--- src/rtl/uart_rx_pkg.sv ---
`default_nettype none
// ============================================================================
// Module      : uart_rx_pkg
// Description : Shared constants for the UART receive drain path: drain FSM
//               state encoding, FIFO record field positions, and the
//               FCR trigger-level decode.
//               Record layout: {data[7:0], break, parity_err, framing_err}.
// Revision    : 1.0 - initial release
// ============================================================================
package uart_rx_pkg;

    // FIFO record field positions
    localparam int DATA_MSB = 10;
    localparam int DATA_LSB = 3;
    localparam int BRK      = 2;
    localparam int PE       = 1;
    localparam int FE       = 0;

    // Receive trigger levels selected by fcr_trig_i = 00/01/10/11
    localparam int TRIG_LVL_1  = 1;
    localparam int TRIG_LVL_4  = 4;
    localparam int TRIG_LVL_8  = 8;
    localparam int TRIG_LVL_14 = 14;

    // Drain FSM state encoding
    localparam int STATE_W = 3;
    localparam logic [STATE_W-1:0] ST_IDLE      = 3'd0;
    localparam logic [STATE_W-1:0] ST_LOAD      = 3'd1;
    localparam logic [STATE_W-1:0] ST_PRESENT   = 3'd2;
    localparam logic [STATE_W-1:0] ST_SETTLE    = 3'd3;
    localparam logic [STATE_W-1:0] ST_FLUSH_POP = 3'd4;
    localparam logic [STATE_W-1:0] ST_FLUSH_SET = 3'd5;

    typedef enum logic [STATE_W-1:0] {
        S_IDLE      = ST_IDLE,
        S_LOAD      = ST_LOAD,
        S_PRESENT   = ST_PRESENT,
        S_SETTLE    = ST_SETTLE,
        S_FLUSH_POP = ST_FLUSH_POP,
        S_FLUSH_SET = ST_FLUSH_SET
    } state_t;

    // FCR trigger field to occupancy threshold
    function automatic int trig_level(input logic [1:0] trig);
        int lvl;
        case (trig)
            2'b00:   lvl = TRIG_LVL_1;
            2'b01:   lvl = TRIG_LVL_4;
            2'b10:   lvl = TRIG_LVL_8;
            default: lvl = TRIG_LVL_14;
        endcase
        return lvl;
    endfunction

endpackage
`default_nettype wire

--- src/rtl/uart_rx_trig_decode.sv ---
`default_nettype none
// ============================================================================
// Module      : uart_rx_trig_decode
// Description : Decodes the FCR trigger field into an occupancy threshold and
//               registers the receive-data-available (rda) and character
//               timeout (ti) indications every cycle.
// Ports       : clk, wb_rst_ni      - clock, async active-low reset
//               fcr_trig_i          - trigger select (1/4/8/14 entries)
//               rf_count_i          - FIFO occupancy
//               counter_t_i         - receiver timeout counter (0 = expired)
//               trig_level_o        - decoded threshold (combinational)
//               rda_int_o, ti_int_o - registered indications
// Revision    : 1.0 - initial release
// ============================================================================
module uart_rx_trig_decode
    import uart_rx_pkg::*;
#(
    parameter int FIFO_COUNTER_W = 5
) (
    input  logic                      clk,
    input  logic                      wb_rst_ni,
    input  logic [1:0]                fcr_trig_i,
    input  logic [FIFO_COUNTER_W-1:0] rf_count_i,
    input  logic [9:0]                counter_t_i,
    output logic [FIFO_COUNTER_W-1:0] trig_level_o,
    output logic                      rda_int_o,
    output logic                      ti_int_o
);

    logic r_rda;
    logic r_ti;

    always_comb begin
        trig_level_o = FIFO_COUNTER_W'(trig_level(fcr_trig_i));
    end

    // Both indications follow their condition with one cycle of delay and
    // are independent of the drain sequencing.
    always_ff @(posedge clk or negedge wb_rst_ni) begin
        if (!wb_rst_ni) begin
            r_rda <= 1'b0;
            r_ti  <= 1'b0;
        end else begin
            r_rda <= (rf_count_i >= trig_level_o);
            r_ti  <= (counter_t_i == '0) && (rf_count_i != '0);
        end
    end

    assign rda_int_o = r_rda;
    assign ti_int_o  = r_ti;

endmodule
`default_nettype wire

--- src/rtl/uart_rx_drain_ctrl.sv ---
`default_nettype none
// ============================================================================
// Module      : uart_rx_drain_ctrl
// Description : Drains the UART receive FIFO one record at a time and hands
//               each character to a valid/ready byte sink. Bursts start on
//               trigger level or character timeout and continue until the
//               FIFO is empty or enable_i drops. flush_i discards the held
//               character and empties the FIFO, popping every other cycle.
// Ports       : clk, wb_rst_ni            - clock, async active-low reset
//               enable_i, fcr_trig_i      - drain enable, trigger select
//               flush_i                   - flush pulse
//               rf_count_i, rf_data_i     - FIFO occupancy / head record
//               counter_t_i               - receiver timeout counter
//               rf_pop_o                  - FIFO pop pulse
//               m_valid_o, m_ready_i,
//               m_data_o, m_status_o      - character output handshake
//               rda_int_o, ti_int_o       - trigger / timeout indications
//               err_cnt_o                 - saturating errored-record count
//               busy_o                    - FSM not idle
// Options     : UART_RX_DRAIN_ERR_DROP_EN - records with any status bit set
//               are popped and counted but never presented.
// Revision    : 1.0 - initial release
// ============================================================================
module uart_rx_drain_ctrl
    import uart_rx_pkg::*;
#(
    parameter int FIFO_COUNTER_W = 5,
    parameter int REC_WIDTH      = 11,
    parameter int ERR_CNT_W      = 8
) (
    input  logic                      clk,
    input  logic                      wb_rst_ni,
    input  logic                      enable_i,
    input  logic [1:0]                fcr_trig_i,
    input  logic                      flush_i,
    input  logic [FIFO_COUNTER_W-1:0] rf_count_i,
    input  logic [REC_WIDTH-1:0]      rf_data_i,
    input  logic [9:0]                counter_t_i,
    output logic                      rf_pop_o,
    output logic                      m_valid_o,
    input  logic                      m_ready_i,
    output logic [7:0]                m_data_o,
    output logic [2:0]                m_status_o,
    output logic                      rda_int_o,
    output logic                      ti_int_o,
    output logic [ERR_CNT_W-1:0]      err_cnt_o,
    output logic                      busy_o
);

    state_t                    r_state;
    state_t                    w_state_next;
    logic [7:0]                r_data;
    logic [2:0]                r_status;
    logic [ERR_CNT_W-1:0]      r_err_cnt;
    logic [FIFO_COUNTER_W-1:0] w_trig_level;
    logic                      w_cnt_nz;
    logic                      w_at_trig;
    logic                      w_timeout;
    logic                      w_rec_err;

    assign w_cnt_nz  = (rf_count_i != '0);
    assign w_at_trig = (rf_count_i >= w_trig_level);
    assign w_timeout = (counter_t_i == '0);
    assign w_rec_err = |rf_data_i[BRK:FE];

    uart_rx_trig_decode #(
        .FIFO_COUNTER_W (FIFO_COUNTER_W)
    ) u_trig_decode (
        .clk          (clk),
        .wb_rst_ni    (wb_rst_ni),
        .fcr_trig_i   (fcr_trig_i),
        .rf_count_i   (rf_count_i),
        .counter_t_i  (counter_t_i),
        .trig_level_o (w_trig_level),
        .rda_int_o    (rda_int_o),
        .ti_int_o     (ti_int_o)
    );

    always_ff @(posedge clk or negedge wb_rst_ni) begin
        if (!wb_rst_ni) begin
            r_state <= S_IDLE;
        end else begin
            r_state <= w_state_next;
        end
    end

    always_comb begin
        w_state_next = r_state;
        rf_pop_o     = 1'b0;
        m_valid_o    = 1'b0;
        busy_o       = (r_state != S_IDLE);
        case (r_state)
            S_IDLE: begin
                if (flush_i) begin
                    if (w_cnt_nz) begin
                        w_state_next = S_FLUSH_POP;
                    end
                end else if (enable_i && w_cnt_nz && (w_at_trig || w_timeout)) begin
                    w_state_next = S_LOAD;
                end
            end
            S_LOAD: begin
                // Count gate is defensive: LOAD is only entered with data.
                rf_pop_o = w_cnt_nz;
`ifdef UART_RX_DRAIN_ERR_DROP_EN
                w_state_next = w_rec_err ? S_SETTLE : S_PRESENT;
`else
                w_state_next = S_PRESENT;
`endif
            end
            S_PRESENT: begin
                m_valid_o = 1'b1;
                // Flush wins over a same-cycle handshake: the held character
                // is treated as discarded.
                if (flush_i) begin
                    w_state_next = S_FLUSH_SET;
                end else if (m_ready_i) begin
                    w_state_next = S_SETTLE;
                end
            end
            S_SETTLE: begin
                // Count has now absorbed the last pop; trigger is not
                // re-evaluated so a started burst runs to empty.
                if (flush_i) begin
                    w_state_next = S_FLUSH_SET;
                end else if (enable_i && w_cnt_nz) begin
                    w_state_next = S_LOAD;
                end else begin
                    w_state_next = S_IDLE;
                end
            end
            S_FLUSH_POP: begin
                rf_pop_o     = w_cnt_nz;
                w_state_next = S_FLUSH_SET;
            end
            S_FLUSH_SET: begin
                w_state_next = w_cnt_nz ? S_FLUSH_POP : S_IDLE;
            end
            default: begin
                w_state_next = S_IDLE;
            end
        endcase
    end

    // Character capture and error accounting happen on the popping edge.
    always_ff @(posedge clk or negedge wb_rst_ni) begin
        if (!wb_rst_ni) begin
            r_data    <= '0;
            r_status  <= '0;
            r_err_cnt <= '0;
        end else begin
            if (r_state == S_LOAD) begin
                r_data   <= rf_data_i[DATA_MSB:DATA_LSB];
                r_status <= rf_data_i[BRK:FE];
            end
            if (rf_pop_o && w_rec_err && (r_err_cnt != '1)) begin
                r_err_cnt <= r_err_cnt + 1'b1;
            end
        end
    end

    assign m_data_o   = r_data;
    assign m_status_o = r_status;
    assign err_cnt_o  = r_err_cnt;

endmodule
`default_nettype wire
--- config.mk ---
export PLATFORM = sky130hd
export DESIGN_NAME = uart_rx_drain_ctrl
export DESIGN_NICKNAME = d
export VERILOG_FILES = /design/src/rtl/uart_rx_pkg.sv /design/src/rtl/uart_rx_trig_decode.sv /design/src/rtl/uart_rx_drain_ctrl.sv
export SDC_FILE = /design/constraint.sdc
export NUM_CORES = 1
export LEC_CHECK = 0
export CAP_MARGIN = 20
export CORE_MARGIN = 3
export CORE_UTILIZATION = 41
export DETAILED_ROUTE_END_ITERATION = 8
export PLACE_DENSITY = 0.8
export SYNTH_ARGS = -nofsm -noshare
export SYNTH_HDL_FRONTEND = slang
export SYNTH_SLANG_ARGS = --single-unit
export TNS_END_PERCENT = 5
--- constraint.sdc ---
create_clock -name clk -period 2.8 [get_ports clk]
set_input_delay 0.84 -clock clk [delete_from_list [all_inputs] [get_ports clk]]
set_output_delay 0.84 -clock clk [all_outputs]
set_load 0.005 [all_outputs]
Word level (Yosys, flattened, before mapping)
Index checks and enable logic that the tools add are counted.
{ "totals": {"reg_bits": 24, "inputBits": 33, "out_inout_bits": 24, "wordCells": 45} }
{ "op_classes": {"add_sub_neg": 1, "n_lt_le_gt_ge": 1, "eq_ne": 11, "n_mux": 12, "reduce_logical": 14} }
{ "op_table": {"columns": ["cell", "count"], "rows": [
  ["3-bit 2-to-1 mux", 7],
  ["3-bit one-hot mux with 6 select lines", 1],
  ["4-bit one-hot mux with 3 select lines", 1],
  ["10-bit logical NOT", 1],
  ["3-bit != test, second input constant", 3],
  ["8-bit by 1-bit adder with 8-bit output, second input constant", 1],
  ["8-bit != test, second input constant", 1],
  ["3-bit by 2-bit equality test with 1-bit output, second input constant", 2],
  ["3-bit equality test, second input constant", 2],
  ["5-bit by 4-bit greater-or-equal comparator with 1-bit output", 1],
  ["1-bit logical AND", 5],
  ["5-bit nonzero test", 1],
  ["3-bit by 1-bit equality test with 1-bit output, second input constant", 1],
  ["3-bit logical NOT", 1],
  ["1-bit 2-to-1 mux", 3],
  ["3-bit AND reduction", 1],
  ["3-bit nonzero test", 1],
  ["3-bit OR reduction", 1],
  ["2-bit by 1-bit equality test with 1-bit output, second input constant", 1],
  ["2-bit equality test, second input constant", 1],
  ["2-bit logical NOT", 1],
  ["2-bit OR reduction", 1],
  ["1-bit logical OR", 1]
]} }

Logic depth before layout (Yosys ltp)
Gate-level depths: netlist (run 1).
{ "logic_depth": {"ltp_word": 8, "ltp_mapped": 6, "mapped_depth_nobuf": 6} }

By module
From an unflattened synthesis (run 1), not the netlist that was laid out.
{ "hier_totals": {"cells_unflattened": 128, "hier_area_um2": 1392.6} }
{ "by_module_without_submodules": {"columns": ["mod", "n_inst", "cells_each", "area_each_um2"], "rows": [
  ["uart_rx_drain_ctrl", 1, 100, 1173.6],
  ["uart_rx_trig_decode", 1, 28, 219.0]
]} }

Worst setup path before layout (run 1)
No wires, ideal clock.
{ "synth_path": {"path_type": "input to output", "from": "in rf_count_i[0]", "to": "out rf_pop_o", "arrival_ns": 1.718, "slack_ns": 0.242, "path_stages": 3, "path_cell_list": "or4_4 -> o211ai_4 -> inv_1"} }
{ "synth_between": {"elab_chain_len": 2} }
{ "synth_lines": {"columns": ["item", "line", "text"], "rows": [
  ["start: declaration", "uart_rx_drain_ctrl.sv:36", "input logic [FIFO_COUNTER_W-1:0] rf_count_i,"],
  ["5-bit nonzero test", "uart_rx_drain_ctrl.sv:61", "assign w_cnt_nz = (rf_count_i != '0);"],
  ["1-bit 2-to-1 mux", "uart_rx_drain_ctrl.sv:92", "case (r_state)"],
  ["end: declaration", "uart_rx_drain_ctrl.sv:39", "output logic rf_pop_o,"]
]} }
No other way between the ends.

Worst setup path after layout (run 1)
Same ends and word-level chain as after synthesis.

==> run summary, run 1 <==
Yosys warnings: 0
Die Y: 60.80 µm
Power per cell area: 898.7 nW/µm²
Initial DRT Pass Iterations: 4
Synth top area share: 0.4878
CTS tree: built
Number of global-route vias before repair: 1175
Comb pwr share: 0.492
Most area-consuming cells after synthesis: dfrtp_1 (49%), mux2_2 (10%), xor2_1 (5.7%), ha_1 (5.1%), inv_1 (2.7%)
Gr usage total: 0.1668
Setup violations, final: 0
Min Tclk post-route: 2758 ps
Worst-case reg-to-reg path depth: 5
Post-synth cell types: 34
Cell with the most instances after synthesis: dfrtp_1
Max_cap viols: 0
Max clock buf depth: 2
Crit-path slowest cell: or4_4
NetSw: 546.4 µW
Worst-skew pair later-pin latency: 300 ps
Synth-to-layout area growth: 55.69%
Net Sw Frac: 0.3172
Clock root buffer: clkbuf_4
GRT overflow: 0
Number of cell rows: 19
Max_slew headroom: 0.7732
Cell count after synthesis: 111
Hold path startpoint: err_cnt_o[6]$_DFFE_PN0P_
Largest net degree at the start of global routing: 25
Type of the worst setup path: in2out
Routed vias: 1107
Total die area: 3697 µm²
First-pass GRT wire length: 4712 µm
Crit path buf inv count: 3
Launch point of the worst reg-to-reg path: r_state[2]$_DFFE_PN0P_
Antenna violations before repair: 0
Hold Path Stages: 1
CP delay by family, top: simple AND/OR/NAND/NOR gates
Hold slack: 510.5 ps
Layout cells sized above 1: 0.1751
Syn Nets: 149
Crit path from: rf_count_i[0]
Hold EP: err_cnt_o[6]$_DFFE_PN0P_
Post-synth EDFFs: 0
Clock slew at reported path FFs: 130 ps
Type of origin of the critical path: primary input
DRC: 0
Max Slew Vio Count: 0
DP Worst Slack: -617.9 ps
Commonest cells in the netlist: dfrtp_1 (24), mux2_2 (11), inv_1 (9)
Number of nets in the layout: 216
RSZ-0062 raised after global routing: no
Syn_area_per_cell: 11.09 µm²
Die width: 60.80 µm
Int Pwr: 1.176 mW
# diodes: 0
Final worst slack: 41.67 ps
CP max stage delay: 450 ps
Port Buffers: 56
Final Util: 0.6833
Register area share after synthesis: 0.4878
Total CTS buffers: 3
Asr flop ratio synth: 1.000
Finished Layout Cells: 208
Drt wl/cell: 14.55 µm
Synth Cell Area: 1231 µm²
Leak: 0.8616 nW
Placed cell area: 1873 µm²
Cells after DPL: 203
Hold Path Class: reg2reg
Status: completed
Peak Freq: 362.5 MHz
Initial detailed-routing violation count: 56
Starting Density: 0.4389
Yosys reg bits: 24
Detail Route Antenna Nets: 0
Overall routed net length: 3027 µm
R2r setup slk: 1090 ps
Final Skew: 0.9699 ps
H-tree depth: 1
Final worst-path cycle share: 0.9851
DPL Wire Length: 2487 µm
Slew @ Worst Pin: 337.1 ps
Core area: 2805 µm²
Vias per inst: 5.322
Flop pwr share: 0.365
Crit-path cells: dlygate4sd2_1 > or4_4 > o211ai_4 > inv_1 > buf_2
VDD IR max: 0.3441 mV
Crit path capture type: primary output
Cell area after layout: 1917 µm²
Crit path max fanout: 2
CP Data Arrival Time: 1920 ps
Fin. Hold Viols: 0
Clock power share: 0.143
Worst r2r dst: err_cnt_o[6]$_DFFE_PN0P_
Clock sinks: 24
Main synth FF type: dfrtp_1
Post-synth top area cell: dfrtp_1
Routability Congestion: 0.8755
Worst endpoint required time: 1960 ps
I/O pin total: 57
## per-stage QoR
step / power [mW] / TNS, ps
after floorplan: 1.034 / 0
after global placement: 1.466 / -553.4
after detailed placement: 1.505 / -617.9
after CTS: 1.742 / 0
after global routing: 1.839 / 0
final: 1.723 / 0
## final cells by class
cell class	count	area, µm²
well taps	31	38.79
flip-flops and latches	24	600.6
repair buffers	64	604.3
inverters	9	33.78
fillers	227	888.4
clock buffers	3	22.52
multi-input cells	76	586.8
clock inverters	1	30.03
## layer usage
metal  wire length, µm  global-route usage  up-vias
met5                 0                   0        -
met4                22             0.05573        0
met3               161             0.02340        2
met2              1714              0.3374       42
met1              1129              0.1711      535
li1                  -                   -      528
## worst reg2reg max path: cells and delay by family (launching register included)
kind,cells,cell delay [ps]
flops,1,520
xor+xnor,2,470
simple gates,1,360
buf+inv,1,180
compound gates,1,130
## layout by cell type (no fill, tap or decap)
cell / count
nand3b_1: 1
buf_4: 8
buf_2: 3
nor2_2: 1
o21ai_1: 2
dlygate4sd2_1: 1
nand2b_1: 1
ha_1: 5
clkbuf_4: 3
or3_1: 2
or3b_2: 1
o211ai_1: 1
bufinv_16: 1
clkdlybuf4s15_1: 1
a21o_1: 1
or4_4: 1
or4b_1: 1
nor2_1: 7
mux2_4: 1
nand2_1: 5
o21ai_0: 3
mux2_2: 11
and4b_1: 1
o311ai_0: 1
a311o_1: 1
o21a_1: 1
nor3_1: 5
o211ai_4: 1
and3_1: 1
a211oi_1: 1
xor2_1: 8
nor4_1: 3
inv_1: 9
a31oi_1: 1
nand3_1: 5
a21boi_1: 1
a22oi_1: 1
dfrtp_1: 24
clkdlybuf4s50_1: 51
nand4_1: 1
## logic make-up (layout without fill, tap and decap cells)
| family | count (synthesis) | after routing | synth area share |
|---|---|---|---|
| xor gates and xnor gates | 8 | 8 | 0.05691 |
| AOI/OAI and AO/OA | 15 | 15 | 0.09453 |
| and+or+nand+nor | 36 | 36 | 0.1616 |
| muxes | 12 | 12 | 0.1128 |
| adders and majority gates | 5 | 5 | 0.05081 |
| buffers and inverters | 11 | 77 | 0.03557 |
| DFF | 24 | 24 | 0.4878 |
## worst max-delay path by stage
stage,slack (ps),depth (start not counted),end
global placement,-550,5,rf_pop_o
global route,20,5,rf_pop_o
detailed placement,-620,5,rf_pop_o
floorplan,240,3,rf_pop_o
CTS,10,5,rf_pop_o
finish,40,5,rf_pop_o
## state kept, by name (all words and copies together) (netlist names)
| register | cells |
|---|---|
| err_cnt_o | 8 |
| m_data_o | 8 |
| m_status_o | 3 |
| r_state | 3 |
| u_trig_decode.rda_int_o | 1 |
| u_trig_decode.ti_int_o | 1 |
## what timing repair did
action                                  4_1_cts  5_1_grt
endpoints found under the setup margin        1        1
resized for setup                            15        0
setup buffers                                 1        0
hold buffers                                  0        0
pin swaps                                     2        1
## power by group through the flow
stage	Combinational (mW)	Sequential, mW	Clock (mW)
finish	0.848	0.628	0.246
global route	0.923	0.653	0.262
CTS	0.859	0.627	0.256
detailed placement	0.870	0.635	0
global placement	0.845	0.621	0
floorplan	0.422	0.612	0
No activity file was read; power rests on OpenSTA's default activity.
==> inputs of run 2 (changes only) <==
--- a/config.mk
+++ b/config.mk
@@ -7,9 +7,10 @@
 export LEC_CHECK = 0
 export CAP_MARGIN = 20
 export CORE_MARGIN = 3
-export CORE_UTILIZATION = 41
+export CORE_UTILIZATION = 37
 export DETAILED_ROUTE_END_ITERATION = 8
-export PLACE_DENSITY = 0.8
+export PLACE_DENSITY = 0.76
+export REMOVE_ABC_BUFFERS = 1
 export SYNTH_ARGS = -nofsm -noshare
 export SYNTH_HDL_FRONTEND = slang
 export SYNTH_SLANG_ARGS = --single-unit
==> constraint.sdc (replaced) <==
create_clock -name clk -period 2.2 [get_ports clk]
set_input_delay 0.66 -clock clk [delete_from_list [all_inputs] [get_ports clk]]
set_output_delay 0.66 -clock clk [all_outputs]
set_load 0.005 [all_outputs]
==> run summary, run 2 (synthesis gave the netlist of run 1 again) <==
Max_slew headroom: 0.7672 (was 0.7732)
Leak: 0.8838 nW (was 0.8616 nW)
First-pass GRT wire length: 4761 µm (was 4712 µm)
Clock sinks: 24 (unchanged)
Hold Path Class: reg2reg (unchanged)
Total die area: 4056 µm² (was 3697 µm²)
Number of nets in the layout: 220 (was 216)
Final Skew: 10.26 ps (was 0.9699 ps)
Routed vias: 1093 (was 1107)
Gr usage total: 0.1481 (was 0.1668)
Layout cells sized above 1: 0.2056 (was 0.1751)
Hold EP: err_cnt_o[6]$_DFFE_PN0P_ (unchanged)
Total CTS buffers: 3 (unchanged)
Filler cells: 288 (was 227)
Die width: 63.69 µm (was 60.80 µm)
Drt wl/cell: 13.06 µm (was 14.55 µm)
Launch point of the worst reg-to-reg path: r_state[0]$_DFFE_PN0P_ (was r_state[2]$_DFFE_PN0P_)
Power per cell area: 1059 nW/µm² (was 898.7 nW/µm²)
Worst-case reg-to-reg path depth: 5 (unchanged)
Synth-to-layout area growth: 58.23% (was 55.69%)
Routability Congestion: 0.8584 (was 0.8755)
Starting Density: 0.3968 (was 0.4389)
Max Slew Vio Count: 0 (unchanged)
Worst-skew pair later-pin latency: 300 ps (about the same)
Number of global-route vias before repair: 1067 (was 1175)
Crit path capture type: primary output (unchanged)
Initial DRT Pass Iterations: 4 (unchanged)
Type of the worst setup path: in2out (unchanged)
CP max stage delay: 540 ps (was 450 ps)
Hold slack: 505.6 ps (was 510.5 ps)
Placed cell area: 1927 µm² (was 1873 µm²)
H-tree depth: 1 (unchanged)
Largest net degree at the start of global routing: 25 (unchanged)
GRT overflow: 0 (unchanged)
CTS tree: built (unchanged)
RSZ-0062 raised after global routing: yes (was no)
Antenna violations before repair: 0 (unchanged)
Peak Freq: 430.7 MHz
CP Data Arrival Time: 1660 ps (was 1920 ps)
# diodes: 0 (unchanged)
Failing checks: negative setup slack
R2r setup slk: 600 ps (was 1090 ps)
Sum Neg Setup Slack: -121.5 ps (was 0 ps)
Type of origin of the critical path: primary input (unchanged)
Crit-path slowest cell: or4_4 (unchanged)
Max_cap viols: 0 (unchanged)
Clock slew at reported path FFs: 120 ps (was 130 ps)
DP Worst Slack: -796.3 ps (was -617.9 ps)
Die Y: 63.69 µm (was 60.80 µm)
Clock root buffer: clkbuf_4 (unchanged)
Vias per inst: 4.879 (was 5.322)
Hold Path Stages: 1 (unchanged)
I/O pin total: 57 (unchanged)
Fin. Hold Viols: 0 (unchanged)
Hold path startpoint: err_cnt_o[6]$_DFFE_PN0P_ (unchanged)
Worst endpoint required time: 1540 ps (was 1960 ps)
Final Util: 0.6278 (was 0.6833)
Overall routed net length: 2925 µm (was 3027 µm)
Max clock buf depth: 2 (unchanged)
Number of cell rows: 20 (was 19)
Core area: 3103 µm² (was 2805 µm²)
Crit path from: rf_count_i[2] (was rf_count_i[0])
VDD IR max: 0.4878 mV (was 0.3441 mV)
Most frequent cells in the layout: clkdlybuf4s50_1 (48), dfrtp_1 (23), buf_4 (12) (was clkdlybuf4s50_1 (51), dfrtp_1 (24), mux2_2 (11))
Port Buffers: 56 (unchanged)
Initial detailed-routing violation count: 15 (was 56)
Slew @ Worst Pin: 346.9 ps (was 337.1 ps)
CTS Hold Buffers Added: 0 (unchanged)
Final worst-path cycle share: 1.055
DRC: 0 (unchanged)
DPL Wire Length: 2442 µm (was 2487 µm)
Setup violations, final: 1 (was 0)
Crit path max fanout: 2 (unchanged)
Detail Route Antenna Nets: 0 (unchanged)
Most common cell after layout, fill and taps aside: clkdlybuf4s50_1 (unchanged)
Min Tclk post-route: 2322 ps
Cell area after layout: 1948 µm² (was 1917 µm²)
Worst r2r dst: err_cnt_o[1]$_DFFE_PN0P_ (was err_cnt_o[6]$_DFFE_PN0P_)
Final worst slack: -121.5 ps (was 41.67 ps)
Status: finished, violations left (was completed)
Crit-path cells: buf_6 > or4_4 > o211ai_4 > inv_1 > buf_2 (was dlygate4sd2_1 > or4_4 > o211ai_4 > inv_1 > buf_2)
-- run 2: cell types whose count changed in the layout (fill, tap and decap cells not counted) --
cell	before	now
a211oi_2	0	1
buf_4	8	12
clkdlybuf4s50_1	51	48
dfrtp_2	0	1
dlygate4sd2_1	1	2
a211oi_1	1	0
buf_6	0	2
bufinv_16	1	0
dlymetal6s2s_1	0	1
buf_2	3	2
dfrtp_1	24	23
-- run 2: per-stage QoR --
step | total power [mW] | instances
5_1_grt | 2.225 | 224
2_1_floorplan | 1.302 | 109
4_1_cts | 2.100 | 224
6_report | 2.062 | 224
3_5_place_dp | 1.944 | 221
3_3_place_gp | 1.889 | 221
-- run 2: how the worst max path moves through the flow --
| stage | end | slack, ps | depth (start not counted) |
|---|---|---|---|
| after floorplan | rf_pop_o | 2 | 3 |
| after global placement | rf_pop_o | -770 | 5 |
| after detailed placement | rf_pop_o | -800 | 5 |
| after CTS | rf_pop_o | -160 | 5 |
| after global routing | rf_pop_o | -170 | 5 |
| final | rf_pop_o | -120 | 5 |
-- run 2: layout make-up --
| class | count | area (µm²) | area share |
|---|---|---|---|
| clock buffers | 3 | 22.52 | 0.01156 |
| inverters | 9 | 33.78 | 0.01734 |
| multi-input cells | 76 | 591.8 | 0.3038 |
| flip-flops and latches | 24 | 601.8 | 0.3089 |
| well taps | 44 | 55.05 | 0.02826 |
| repair buffers | 68 | 643.1 | 0.3301 |
-- run 2: repair_timing --
item                                    in CTS  in global routing
resized for setup                           22                  3
endpoints found under the setup margin       3                  3
pin swaps                                    2                  2
setup buffers                                0                  0
-- run 2: critical path, delay by kind of cell --
family                 cells  cell delay (ps)
and+or+nand+nor            1              540
buffers and inverters      3              270
AOI/OAI and AO/OA          1              190
-- run 2: power breakdown --
group	switching [mW]	internal (mW)
logic	0.391	0.698
registers	0.167	0.630
clock network	0.112	0.0637
total	0.670	1.39
-- run 2: routing by layer --
metal | vias to the layer above | part of all wire | global-route usage | wire (µm)
met5 | - | 0 | 0 | 0
met4 | 0 | 0.012 | 0.06469 | 36
met3 | 2 | 0.061 | 0.01961 | 177
met2 | 43 | 0.52 | 0.2777 | 1528
met1 | 512 | 0.40 | 0.1640 | 1183
li1 | 536 | - | - | -
